--- src/rtl/bcd_led_scan.sv ---
// bcd_led_scan: four-digit multiplexed common-anode 7-segment driver.
// Takes the packed BCD result of the binary-to-decimal converter. A new value
// is held pending and only reaches the display at a frame boundary, so a frame
// never shows a mix of old and new digits.
// Optional build macro: LEADING_ZERO_BLANK_EN (blanks leading zero digits 3..1).
module bcd_led_scan #(
    parameter logic [15:0] SCAN_DIV = 16'd50000,
    parameter logic [3:0]  GUARD    = 4'd2
) (
    input  logic        clk,
    input  logic        rst_n,
    input  logic        ce,
    input  logic [15:0] bcd_in,
    input  logic [3:0]  dp_in,
    input  logic        ld,
    output logic [6:0]  seg,
    output logic        dp,
    output logic [3:0]  an,
    output logic [1:0]  dig_ptr,
    output logic        frame
);

    localparam logic [6:0] SEG_OFF  = 7'h7F;
    localparam logic [6:0] SEG_DASH = 7'h3F;

    logic [15:0] cnt;
    logic        tick;
    logic        boundary;

    logic [15:0] disp_bcd;
    logic [3:0]  disp_dp;
    logic [15:0] pend_bcd;
    logic [3:0]  pend_dp;
    logic        pend;

    logic [3:0]  cur_nib;
    logic        cur_dp_req;
    logic [3:0]  blank;
    logic        cur_blank;
    logic        in_guard;

    logic [6:0]  seg_next;
    logic [3:0]  an_next;
    logic        dp_next;

    // Active-low decode of one BCD nibble; anything above 9 shows a dash.
    function automatic logic [6:0] seg_decode(input logic [3:0] nib);
        logic [6:0] s;
        case (nib)
            4'd0:    s = 7'h40;
            4'd1:    s = 7'h79;
            4'd2:    s = 7'h24;
            4'd3:    s = 7'h30;
            4'd4:    s = 7'h19;
            4'd5:    s = 7'h12;
            4'd6:    s = 7'h02;
            4'd7:    s = 7'h78;
            4'd8:    s = 7'h00;
            4'd9:    s = 7'h10;
            default: s = SEG_DASH;
        endcase
        return s;
    endfunction

    assign tick     = ce & (cnt == (SCAN_DIV - 16'd1));
    assign boundary = tick & (dig_ptr == 2'd0);
    assign frame    = boundary;

    // Slot prescaler: counts enabled cycles within a digit slot.
    always_ff @(posedge clk or negedge rst_n) begin
        if (!rst_n) begin
            cnt <= '0;
        end else if (ce) begin
            if (tick) begin
                cnt <= '0;
            end else begin
                cnt <= cnt + 16'd1;
            end
        end
    end

    // Digit pointer: descends 3,2,1,0 and wraps back to 3 at the frame boundary.
    always_ff @(posedge clk or negedge rst_n) begin
        if (!rst_n) begin
            dig_ptr <= 2'd3;
        end else if (tick) begin
            dig_ptr <= dig_ptr - 2'd1;
        end
    end

    // Pending/display registers. A load on the boundary cycle goes straight to
    // the display, otherwise it waits in the pending slot (last write wins).
    always_ff @(posedge clk or negedge rst_n) begin
        if (!rst_n) begin
            disp_bcd <= '0;
            disp_dp  <= '0;
            pend_bcd <= '0;
            pend_dp  <= '0;
            pend     <= 1'b0;
        end else if (boundary) begin
            if (ld) begin
                disp_bcd <= bcd_in;
                disp_dp  <= dp_in;
            end else if (pend) begin
                disp_bcd <= pend_bcd;
                disp_dp  <= pend_dp;
            end
            pend <= 1'b0;
        end else if (ld && ce) begin
            pend_bcd <= bcd_in;
            pend_dp  <= dp_in;
            pend     <= 1'b1;
        end
    end

    // Select the nibble and dp request of the digit being scanned.
    always_comb begin
        cur_nib    = disp_bcd[3:0];
        cur_dp_req = disp_dp[0];
        case (dig_ptr)
            2'd3: begin
                cur_nib    = disp_bcd[15:12];
                cur_dp_req = disp_dp[3];
            end
            2'd2: begin
                cur_nib    = disp_bcd[11:8];
                cur_dp_req = disp_dp[2];
            end
            2'd1: begin
                cur_nib    = disp_bcd[7:4];
                cur_dp_req = disp_dp[1];
            end
            default: begin
                cur_nib    = disp_bcd[3:0];
                cur_dp_req = disp_dp[0];
            end
        endcase
    end

    // Blanking mask: a digit is blanked only when it and every more
    // significant digit are zero with no dp request; digit 0 always shows.
    always_comb begin
        blank = '0;
`ifdef LEADING_ZERO_BLANK_EN
        blank[3] = (disp_bcd[15:12] == 4'd0) & ~disp_dp[3];
        blank[2] = blank[3] & (disp_bcd[11:8] == 4'd0) & ~disp_dp[2];
        blank[1] = blank[2] & (disp_bcd[7:4] == 4'd0) & ~disp_dp[1];
        blank[0] = 1'b0;
`endif
    end

    // Next pin values for the current slot, guard window and blanking applied.
    always_comb begin
        cur_blank = blank[dig_ptr];
        in_guard  = (cnt < {12'd0, GUARD});
        seg_next  = cur_blank ? SEG_OFF : seg_decode(cur_nib);
        dp_next   = cur_blank ? 1'b1 : ~cur_dp_req;
        an_next   = ~(4'b0001 << dig_ptr);
        if (in_guard || cur_blank) begin
            an_next = '1;
        end
    end

    // Output registers: pins follow the scan state one enabled cycle later.
    always_ff @(posedge clk or negedge rst_n) begin
        if (!rst_n) begin
            seg <= SEG_OFF;
            dp  <= 1'b1;
            an  <= '1;
        end else if (ce) begin
            seg <= seg_next;
            dp  <= dp_next;
            an  <= an_next;
        end
    end

endmodule

--- config.mk ---
export PLATFORM = sky130hd
export DESIGN_NAME = bcd_led_scan
export DESIGN_NICKNAME = d
export VERILOG_FILES = /design/src/rtl/bcd_led_scan.sv
export SDC_FILE = /design/constraint.sdc
export NUM_CORES = 1
export LEC_CHECK = 0
export CORE_ASPECT_RATIO = 0.6
export CORE_UTILIZATION = 55
export CTS_CLUSTER_DIAMETER = 30
export DETAILED_ROUTE_END_ITERATION = 16
export DONT_BUFFER_PORTS = 1
export GPL_TIMING_DRIVEN = 0
export HOLD_SLACK_MARGIN = 0.08
export MAX_ROUTING_LAYER = met4
export PLACE_DENSITY = 0.79
export SYNTH_ARGS = -nofsm -noshare
export SYNTH_HDL_FRONTEND = slang
export SYNTH_SLANG_ARGS = --single-unit
--- constraint.sdc ---
create_clock -name clk -period 2.3 [get_ports clk]
set_clock_uncertainty 0.1 [all_clocks]
set_input_delay 0.46 -clock clk [delete_from_list [all_inputs] [get_ports clk]]
set_output_delay 0.46 -clock clk [all_outputs]
set_load 0.02 [all_outputs]
==> results.ini, run 1 <==
[setup_path]
ff2ff_path_depth=8
startpoint_type=register
worstReg2RegEnd=seg[2]
crit_type=register to register
worstPathArrival_ns=2.73
slowest_delay_ns=0.68
path_cells=inv_4, ha_4, a222oi_1, mux2_4, inv_4, or2_4, a22o_1, mux2_4
crit_slowest_cell=dfstp_2
r2r_slack_ns=-0.25
worst_setup_path_end_kind=register
worst-endpoint-required_ns=2.48
worstReg2RegStart=dig_ptr[0]
critical_path.max_fanout=5

[sta]
setup_violations=25
timing.final.crit_share_pct=111
worst_pin_slew_ns=0.647
rsz0062_at_grt=true
drv_slew=0
finalWorstSetupSlack_ns=-0.252
clock.fmax_mhz=392
layout_min_cycle_time_ns=2.55
hold_violations=0
holdWs_ns=0.157
slew_headroom_pct=56.9

[final_layout]
most-common-layout-cells=55 x dfrtp_1, 37 x mux2_4, 21 x buf_4, 20 x nor2_1, 18 x mux2_2
design_area_um2=4230
num_antenna_cells=0
fill_cells=438
finalCoreUtilization_pct=68.6
layoutNonFillerInstCount=401
drive_gt1_share_pct=44.8
layout.nets=346
final_common_cell=dfrtp_1
syn2layout_area_growth_pct=19.3

[synthesis]
async_flop_share_pct=100
syn-mean-instance-area_um2=12.9
netlist_area_um2=3550
ys_ff_latch=71
synthFlopType=dfrtp_1
yosysSeqAreaShare_pct=50.6
synth_cells=276
synth_nets=309
synth_edf_count=0
post_synth_num_cell_types=38
synth_warnings=0

[floorplanning]
initial_utilization_pct=57.5
io_pins=39
fp.coreArea_um2=6170
dieWidth_um=106
die_height_um=64.2
dieArea_um2=6780
num_rows=22

[status]
status=complete, but fails checks
violations=setup timing

[pwr]
cellLeakagePower_nw=1.97
p_per_area_nw_per_um2=679
peakVddDrop_mv=0.417

[grt]
antenna_found_initial=0
grt_pass1_vias=2286
grt.overflow.total=0
grt_pass1_wl_mm=12.1
grt_use_total_pct=24.9
grt_max_degree=72

[clocking]
cts_buffers=9
cts_root_buffer=clkbuf_8
cts_tree=yes
cts_max_level=3
clk_path_buf_depth=2
clkTransAtPathRegs_ns=0.06
worstSkewPairLatency_ns=0.35
cts_num_sinks=71

[placement]
place_area_um2=3670
pre_cts_ws_ns=-0.411
dpl.cell_count=360
gp_congestion=0.839
hpwlAfterDp_mm=4.83
io_buffers=0

[drt]
via_per_inst=5.63
drt_iter0_drc=186
avgRoutedWirePerCell_um=19.1
firstDrtPassIters=7
ant_nets=0
drc_errors=0
wl_mm=7.67
via_count=2257

[min_path]
min_path_type=input port to register
min_path_cells=1
hold_end=pend_bcd[13]
hold_start=bcd_in[13]

[job]
max_cap_viol_count=0

[worst max-delay path, delay by kind of cell, from the launching register on]
family	cells	cell delay, ns
AND/OR/NAND/NOR	1	0.25
multiplexers	2	0.51
AO/OA/AOI/OAI	2	0.65
adder cells (fa/ha/maj)	1	0.18
buffers and inverters	2	0.10
flip-flops	1	0.68
[timing repair]
action                     4_1_cts  5_1_grt
gates cloned                     0        2
hold endpoints to repair        71        0
pin swaps                       16       15
hold buffers                     2        0
setup buffers                   17       10
setup endpoints to repair        8       25
resized for setup               25       16
[Yosys cell counts (2+ instances only)]
| master | n | area [um2] |
|---|---|---|
| dfrtp_1 | 57 | 1430 |
| mux2_4 | 37 | 556 |
| nor2_1 | 21 | 78.8 |
| mux2_2 | 18 | 203 |
| mux2i_1 | 16 | 160 |
| dfstp_2 | 14 | 368 |
| nand2_1 | 13 | 48.8 |
| inv_1 | 12 | 45.0 |
| xnor2_1 | 11 | 96.3 |
| a21oi_1 | 10 | 50.1 |
| ha_1 | 9 | 113 |
| a222oi_1 | 5 | 50.1 |
| nand3_1 | 5 | 25.0 |
| nand4_1 | 5 | 31.3 |
| clkbuf_1 | 4 | 15.0 |
| xor2_1 | 4 | 35.0 |
| buf_6 | 3 | 33.8 |
| nor4_1 | 3 | 18.8 |
| a31oi_1 | 2 | 12.5 |
| and3_1 | 2 | 12.5 |
| buf_1 | 2 | 7.51 |
| buf_2 | 2 | 10.0 |
| buf_4 | 2 | 15.0 |
| nand2b_1 | 2 | 12.5 |
| nor3_1 | 2 | 10.0 |
| nor4_2 | 2 | 25.0 |
| o22ai_1 | 2 | 12.5 |
[worst max-delay path by stage]
stage	start	to	slack, ns	depth (start not counted)
4_1_cts	dig_ptr[0]	seg[2]	-0.24	8
5_1_grt	dig_ptr[0]	seg[0]	-0.36	8
2_1_floorplan	dig_ptr[0]	seg[2]	-0.08	9
3_3_place_gp	dig_ptr[1]	seg[2]	-0.40	9
3_5_place_dp	dig_ptr[1]	seg[2]	-0.41	8
6_report	dig_ptr[0]	seg[2]	-0.25	8
[registers in the layout, indices dropped and copies added (netlist names)]
signal / cells
cnt: 16
disp_bcd: 16
pend_bcd: 16
seg: 7
an: 4
disp_dp: 4
pend_dp: 4
dig_ptr: 2
dp: 1
pend: 1
[area by class of cell]
cell class	instances	area (um2)	area share, %
Inverter	13	53.8	1.27
Tap cell	84	105	2.48
Sequential cell	71	1800	42.4
Clock buffer	15	176	4.17
Multi-Input combinational cell	179	1770	41.9
Buffer	10	70.1	1.66
Timing Repair Buffer	29	256	6.06
[kinds of logic (layout without fill, tap and decap cells)]
kind of cell               Yosys count  count (layout)  synth area share [%]
AOI/OAI and AO/OA                   25              25                  4.80
xor gates and xnor gates            15              15                  3.70
adders and majority gates            9               9                  3.17
buffers and inverters               26              67                  3.67
DFF                                 71              71                  50.6
muxes                               71              71                  25.9
and+or+nand+nor                     59              59                  8.18
[per-stage QoR]
step	total power, mW	setup TNS, ns
final	2.87	-2.34
after global placement	1.82	-1.57
after global routing	3.01	-4.30
after CTS	2.80	-1.15
after detailed placement	1.83	-1.82
after floorplan	1.76	-0.0792
[power breakdown]
part           total, mW  internal, mW  switching [mW]
combinational      0.490         0.276           0.214
clock              0.900         0.476           0.424
sequential          1.48          1.37           0.114
total               2.87          2.12           0.752
[layer usage]
metal	track usage [%]	up-vias	wire length [um]
li1	-	1041	-
met1	33.8	1119	3510
met2	34.0	85	3340
met3	10.8	12	723
met4	6.25	0	94
met5	-	-	0
Power figures use the tool's default switching activity.
==> inputs of run 2 (changes only) <==
- SETUP_SLACK_MARGIN: not set -> 0.05
- TNS_END_PERCENT: not set -> 1
==> run 2 against run 1 <==
  * The flow still finishes with violations (setup timing)
  * Design area fell by 5.5%
  * Clock power fell by 0.4%
  * Utilization fell by 3.8 points
  * Largest power group unchanged
  * Fmax fell by 2.9%
  * Die area did not move
  * Final cell count fell by 4.2%
  * Register-to-register slack got worse by 0.08 ns
  * Sequential cell count did not move
  * Non-clock buffer count fell by 17
==> results.ini, run 2 (synthesis results as in run 1) <==
[setup_path]
crit_slowest_cell=dfstp_2
startpoint_type=register
path_buf_inv=3
worst_setup_path_end_kind=register
ff2ff_path_depth=9
r2r_slack_ns=-0.33
crit_start=dig_ptr[0]
crit_type=register to register
critical_path.max_fanout=5
worst-endpoint-required_ns=2.47
slowest_delay_ns=0.66
worstReg2RegStart=dig_ptr[0]
path_cells=inv_4, ha_4, a222oi_1, mux2_4, inv_4, or2_1, buf_6, a22o_1, mux2_4
worstPathArrival_ns=2.80
path_delay_family=flip-flops
worstReg2RegEnd=seg[2]

[min_path]
min_path_cells=1
hold_end=pend_bcd[8]
min_path_type=input port to register
hold_start=bcd_in[8]

[drt]
drc_errors=0
drt_iter0_drc=201
wl_mm=7.06
via_per_inst=5.62
avgRoutedWirePerCell_um=18.4
ant_nets=0
firstDrtPassIters=4
via_count=2157

[sta]
clock.fmax_mhz=380
drv_slew=0
worst_pin_slew_ns=0.646
finalWorstSetupSlack_ns=-0.329
hold_violations=0
rsz0062_at_grt=true
holdWs_ns=0.164
layout_min_cycle_time_ns=2.63
slew_headroom_pct=56.9
setup_violations=8
timing.final.crit_share_pct=114

[final_layout]
num_antenna_cells=0
reg_top3=cnt (16), disp_bcd (16), pend_bcd (16)
fill_cells=475
layout.nets=329
syn2layout_area_growth_pct=12.7
drive_gt1_share_pct=37.3
final_common_cell=dfrtp_1
most-common-layout-cells=57 x dfrtp_1, 37 x mux2_4, 21 x nor2_1, 18 x mux2_2

[pwr]
p_per_area_nw_per_um2=690
peakVddDrop_mv=0.412
cellLeakagePower_nw=1.87

[job]
max_cap_viol_count=0

[grt]
grt.overflow.total=0
grt_use_total_pct=23.8
grt_max_degree=72
grt_pass1_wl_mm=11.5
antenna_found_initial=0
grt_pass1_vias=2195

[clocking]
cts_num_sinks=71
clk_path_buf_depth=2
cts_tree=yes
worstSkewPairLatency_ns=0.34
clkTransAtPathRegs_ns=0.07
cts_max_level=3
cts_buffers=9
cts_root_buffer=clkbuf_8

[placement]
pre_cts_ws_ns=-0.411
gp_congestion=0.839
hpwlAfterDp_mm=4.83
io_buffers=0

[status]
status=complete, but fails checks
violations=setup timing

[floorplanning]
fp.coreArea_um2=6170
die_height_um=64.2
num_rows=22
dieWidth_um=106
io_pins=39
initial_utilization_pct=57.5
dieArea_um2=6780

-- run 2: metrics by stage --
stage,std cells,utilization [%],TNS [ns],cell area (um2),total power [mW]
finish,384,64.9,-1.62,4000,2.76
CTS,382,64.0,-1.59,3950,2.78
detailed placement,360,59.5,-1.82,3670,1.83
global route,384,64.9,-2.98,4000,2.90
floorplan,276,-,-0.0792,3560,1.76
global placement,360,59.5,-1.57,3670,1.82
-- run 2: layer usage --
layer | global-route usage, % | share of wire (%) | routed length (um) | vias up
li1 | - | - | - | 1012
met1 | 32.8 | 49 | 3480 | 1080
met2 | 31.5 | 43 | 3030 | 60
met3 | 9.49 | 7.0 | 495 | 5
met4 | 8.33 | 0.78 | 55 | 0
met5 | - | 0 | 0 | -
-- run 2: worst max path at each step --
stage	endpoint	slack (ns)	depth (start not counted)
after floorplan	seg[2]	-0.08	9
final	seg[2]	-0.33	9
after global placement	seg[2]	-0.40	9
after global routing	seg[4]	-0.43	8
after CTS	seg[2]	-0.31	9
after detailed placement	seg[2]	-0.41	8
-- run 2: power breakdown --
group          internal (mW)  total, mW  switching [mW]
logic                  0.201      0.390           0.188
registers               1.37       1.47           0.105
clock network          0.476      0.896           0.420
-- run 2: area by class of cell --
| type | count | area, um2 | share of cell area [%] |
|---|---|---|---|
| inverter | 13 | 53.8 | 1.35 |
| tap | 84 | 105 | 2.63 |
| timing repair buffer | 9 | 90.1 | 2.25 |
| multi-input combinational | 179 | 1690 | 42.2 |
| buffer | 13 | 91.3 | 2.28 |
| sequential | 71 | 1790 | 44.9 |
| clock buffer | 15 | 176 | 4.41 |
-- run 2: repair_timing --
item,4_1_cts,5_1_grt
setup endpoints to repair,8,45
endpoints found under the hold margin,71,0
pin swaps,5,10
hold buffers,2,0
gates resized for setup,9,9
buffers inserted,5,2
==> inputs of run 3 (changes only) <==
- ABC_AREA: not set -> 1
- BUFFER_PORTS_ARGS: not set -> -buffer_cell sky130_fd_sc_hd__buf_4
- CORE_UTILIZATION: 55 -> 54
- DONT_BUFFER_PORTS: 1 -> not set
- PLACE_DENSITY: 0.79 -> 0.83
- SLEW_MARGIN: not set -> 10
==> run 3 against run 2 <==
  * The flow now finishes without violations
  * Synthesized cell count increased by 76%
  * Via count increased by 67%
  * Area after synthesis increased by 12%
  * Register-to-register slack improved by 0.44 ns
  * Global-route usage increased by 4.9 points
  * Sequential power increased by 3%
  * Design area increased by 21%
  * Critical path depth decreased by 2
  * Die area increased by 14%
  * Count of clock-buffer cells in the layout unchanged
  * Combinational power increased by 91%
  * Critical path type is now register to output port
  * Critical endpoint is now frame
  * Highest routed layer unchanged
==> results.ini, run 3 <==
[setup_path]
path_cells=ha_4, nand2_4, nor3_4, nand2_4, nor2_8, buf_6, buf_6
crit_slowest_cell=dfrtp_1
r2r_slack_ns=0.11
path_depth=7
worstReg2RegStart=dig_ptr[0]
worst_setup_path_end_kind=output port
startpoint_type=register
crit_type=register to output port
path_buf_inv=2
crit_start=cnt[0]
path_delay_family=simple AND/OR/NAND/NOR gates
worstPathArrival_ns=1.73
ff2ff_path_depth=10
worst-endpoint-required_ns=1.74
setup.worst_path.end=frame
worstReg2RegEnd=seg[3]
critical_path.max_fanout=3
slowest_delay_ns=0.42

[clocking]
clk_path_buf_depth=2
cts_buffers=9
cts_tree=yes
clkTransAtPathRegs_ns=0.05
cts_num_sinks=71
worstSkewPairLatency_ns=0.34
cts_root_buffer=clkbuf_16
cts_max_level=3
hold_buffers=0

[floorplanning]
dieWidth_um=113
initial_utilization_pct=57.7
io_pins=39
fp.coreArea_um2=6880
die_height_um=68.4
dieArea_um2=7710
num_rows=23

[pwr]
p_per_area_nw_per_um2=728
power.total_mw=3.53
cellLeakagePower_nw=2.50
peakVddDrop_mv=0.535

[synthesis]
synthTopCellsByArea=dfrtp_1 36%, nand2_1 12%, dfstp_2 9.3%
yosysMostFrequentCell=nand2_1
synth_common_cells=128 x nand2_1, 57 x dfrtp_1, 49 x nand3_1
yosysSeqAreaShare_pct=45.2
yosysTopAreaCell=dfrtp_1
async_flop_share_pct=100
post_synth_num_cell_types=34
synth_cells=486
ys_ff_latch=71
synth_nets=519
netlist_area_um2=3970
syn-mean-instance-area_um2=8.16
synthFlopType=dfrtp_1
synth_edf_count=0
synth_top_area_share_pct=36.0
synth_warnings=0

[drt]
via_count=3596
via_per_inst=5.56
avgRoutedWirePerCell_um=15.6
ant_nets=0
drt_iter0_drc=332
wl_mm=10.1
drc_errors=0
firstDrtPassIters=6

[sta]
drv_slew=0
rsz0062_at_grt=true
setup_violations=0
worst_pin_slew_ns=0.889
layout_min_cycle_time_ns=2.29
finalWorstSetupSlack_ns=0.0139
timing.final.crit_share_pct=99.4
slew_headroom_pct=40.8
clock.fmax_mhz=437
holdWs_ns=0.140
hold_violations=0

[final_layout]
finalCoreUtilization_pct=70.6
drive_gt1_share_pct=30.4
num_antenna_cells=0
layoutNonFillerInstCount=647
syn2layout_area_growth_pct=22.3
layout.nets=588
fill_cells=511
most-common-layout-cells=127 x nand2_1, 58 x buf_4, 53 x dfrtp_1, 49 x nand3_1
reg_top3=cnt (16), disp_bcd (16), pend_bcd (16)
final_common_cell=nand2_1

[min_path]
min_path_type=input port to async pin

[grt]
grt.overflow.total=0
grt_max_degree=72
grt_pass1_wl_mm=16.0
grt_pass1_vias=3276
antenna_found_initial=0
grt_use_total_pct=28.8

[placement]
io_buffers=37
dpl.cell_count=610
hpwlAfterDp_mm=6.85
gp_congestion=1.00
pre_cts_ws_ns=-0.0841

[status]
status=finished clean

[job]
max_cap_viol_count=0

-- run 3: cell types whose count changed after synthesis, moves of 12 or more --
cell | before | now
nand2_1 | 13 | 128
inv_1 | 12 | 44
mux2i_1 | 16 | 0
nand2_2 | 0 | 21
nand3_1 | 5 | 49
mux2_4 | 37 | 0
nor2_1 | 21 | 42
o21ai_2 | 0 | 12
o21ai_0 | 1 | 13
-- run 3: per-layer routing --
layer / GRT usage (%) / vias up / routed length [um]
met3: 9.74 / 26 / 889
met2: 41.4 / 171 / 4310
met5: - / - / 0
li1: - / 1700 / -
met1: 38.5 / 1699 / 4710
met4: 8.67 / 0 / 174
-- run 3: logic make-up after synthesis --
group | share of synthesized area, %
AND/OR/NAND/NOR | 32.1
adder cells (fa/ha/maj) | 2.84
multiplexers | 2.27
flip-flops | 45.2
AO/OA/AOI/OAI | 8.23
XOR/XNOR | 1.10
buffers and inverters | 8.20
-- run 3: worst register-to-register path: stages (launching register included) --
cell and delay, ns:
dfstp_2 0.56, inv_1 0.09, ha_2 0.25, nand2_1 0.07, nand2_1 0.08, o21ai_4 0.22, ha_1 0.28, or2_2 0.31
nand2_1 0.07, nand2_1 0.05, nand2_1 0.06
-- run 3: worst min path at each step --
stage	to	cells past startpoint
after floorplan	cnt[0]	0
after global placement	disp_dp[0]	2
after detailed placement	disp_bcd[7]	2
after CTS	pend_bcd[3]	1
after global routing	pend_bcd[1]	1
final	pend_bcd[1]	1
-- run 3: repair_timing --
action,in CTS,in global routing
endpoints found under the setup margin,7,6
resized for setup,8,12
pin swaps,5,7
buffers inserted,5,16
-- run 3: final cells by class --
| class | count | area (um2) | area share, % |
|---|---|---|---|
| clock buffer | 15 | 268 | 5.52 |
| multi-input combinational | 350 | 1910 | 39.3 |
| timing repair buffer | 58 | 439 | 9.05 |
| tap | 87 | 109 | 2.24 |
| sequential | 71 | 1800 | 37.1 |
| buffer | 18 | 149 | 3.07 |
| inverter | 47 | 176 | 3.63 |
| clock inverter | 1 | 5.00 | 0.103 |
-- run 3: where the power goes --
part	internal (mW)	switching, mW	total [mW]
sequential	1.38	0.125	1.51
combinational	0.280	0.463	0.743
clock	0.788	0.493	1.28
-- run 3: metrics by stage --
stage | TNS (ns) | instance area [um2]
after global placement | -0.00977 | 4360
after CTS | -0.120 | 4690
after global routing | -0.0224 | 4850
after floorplan | 0 | 3980
after detailed placement | -0.168 | 4360
final | 0 | 4850
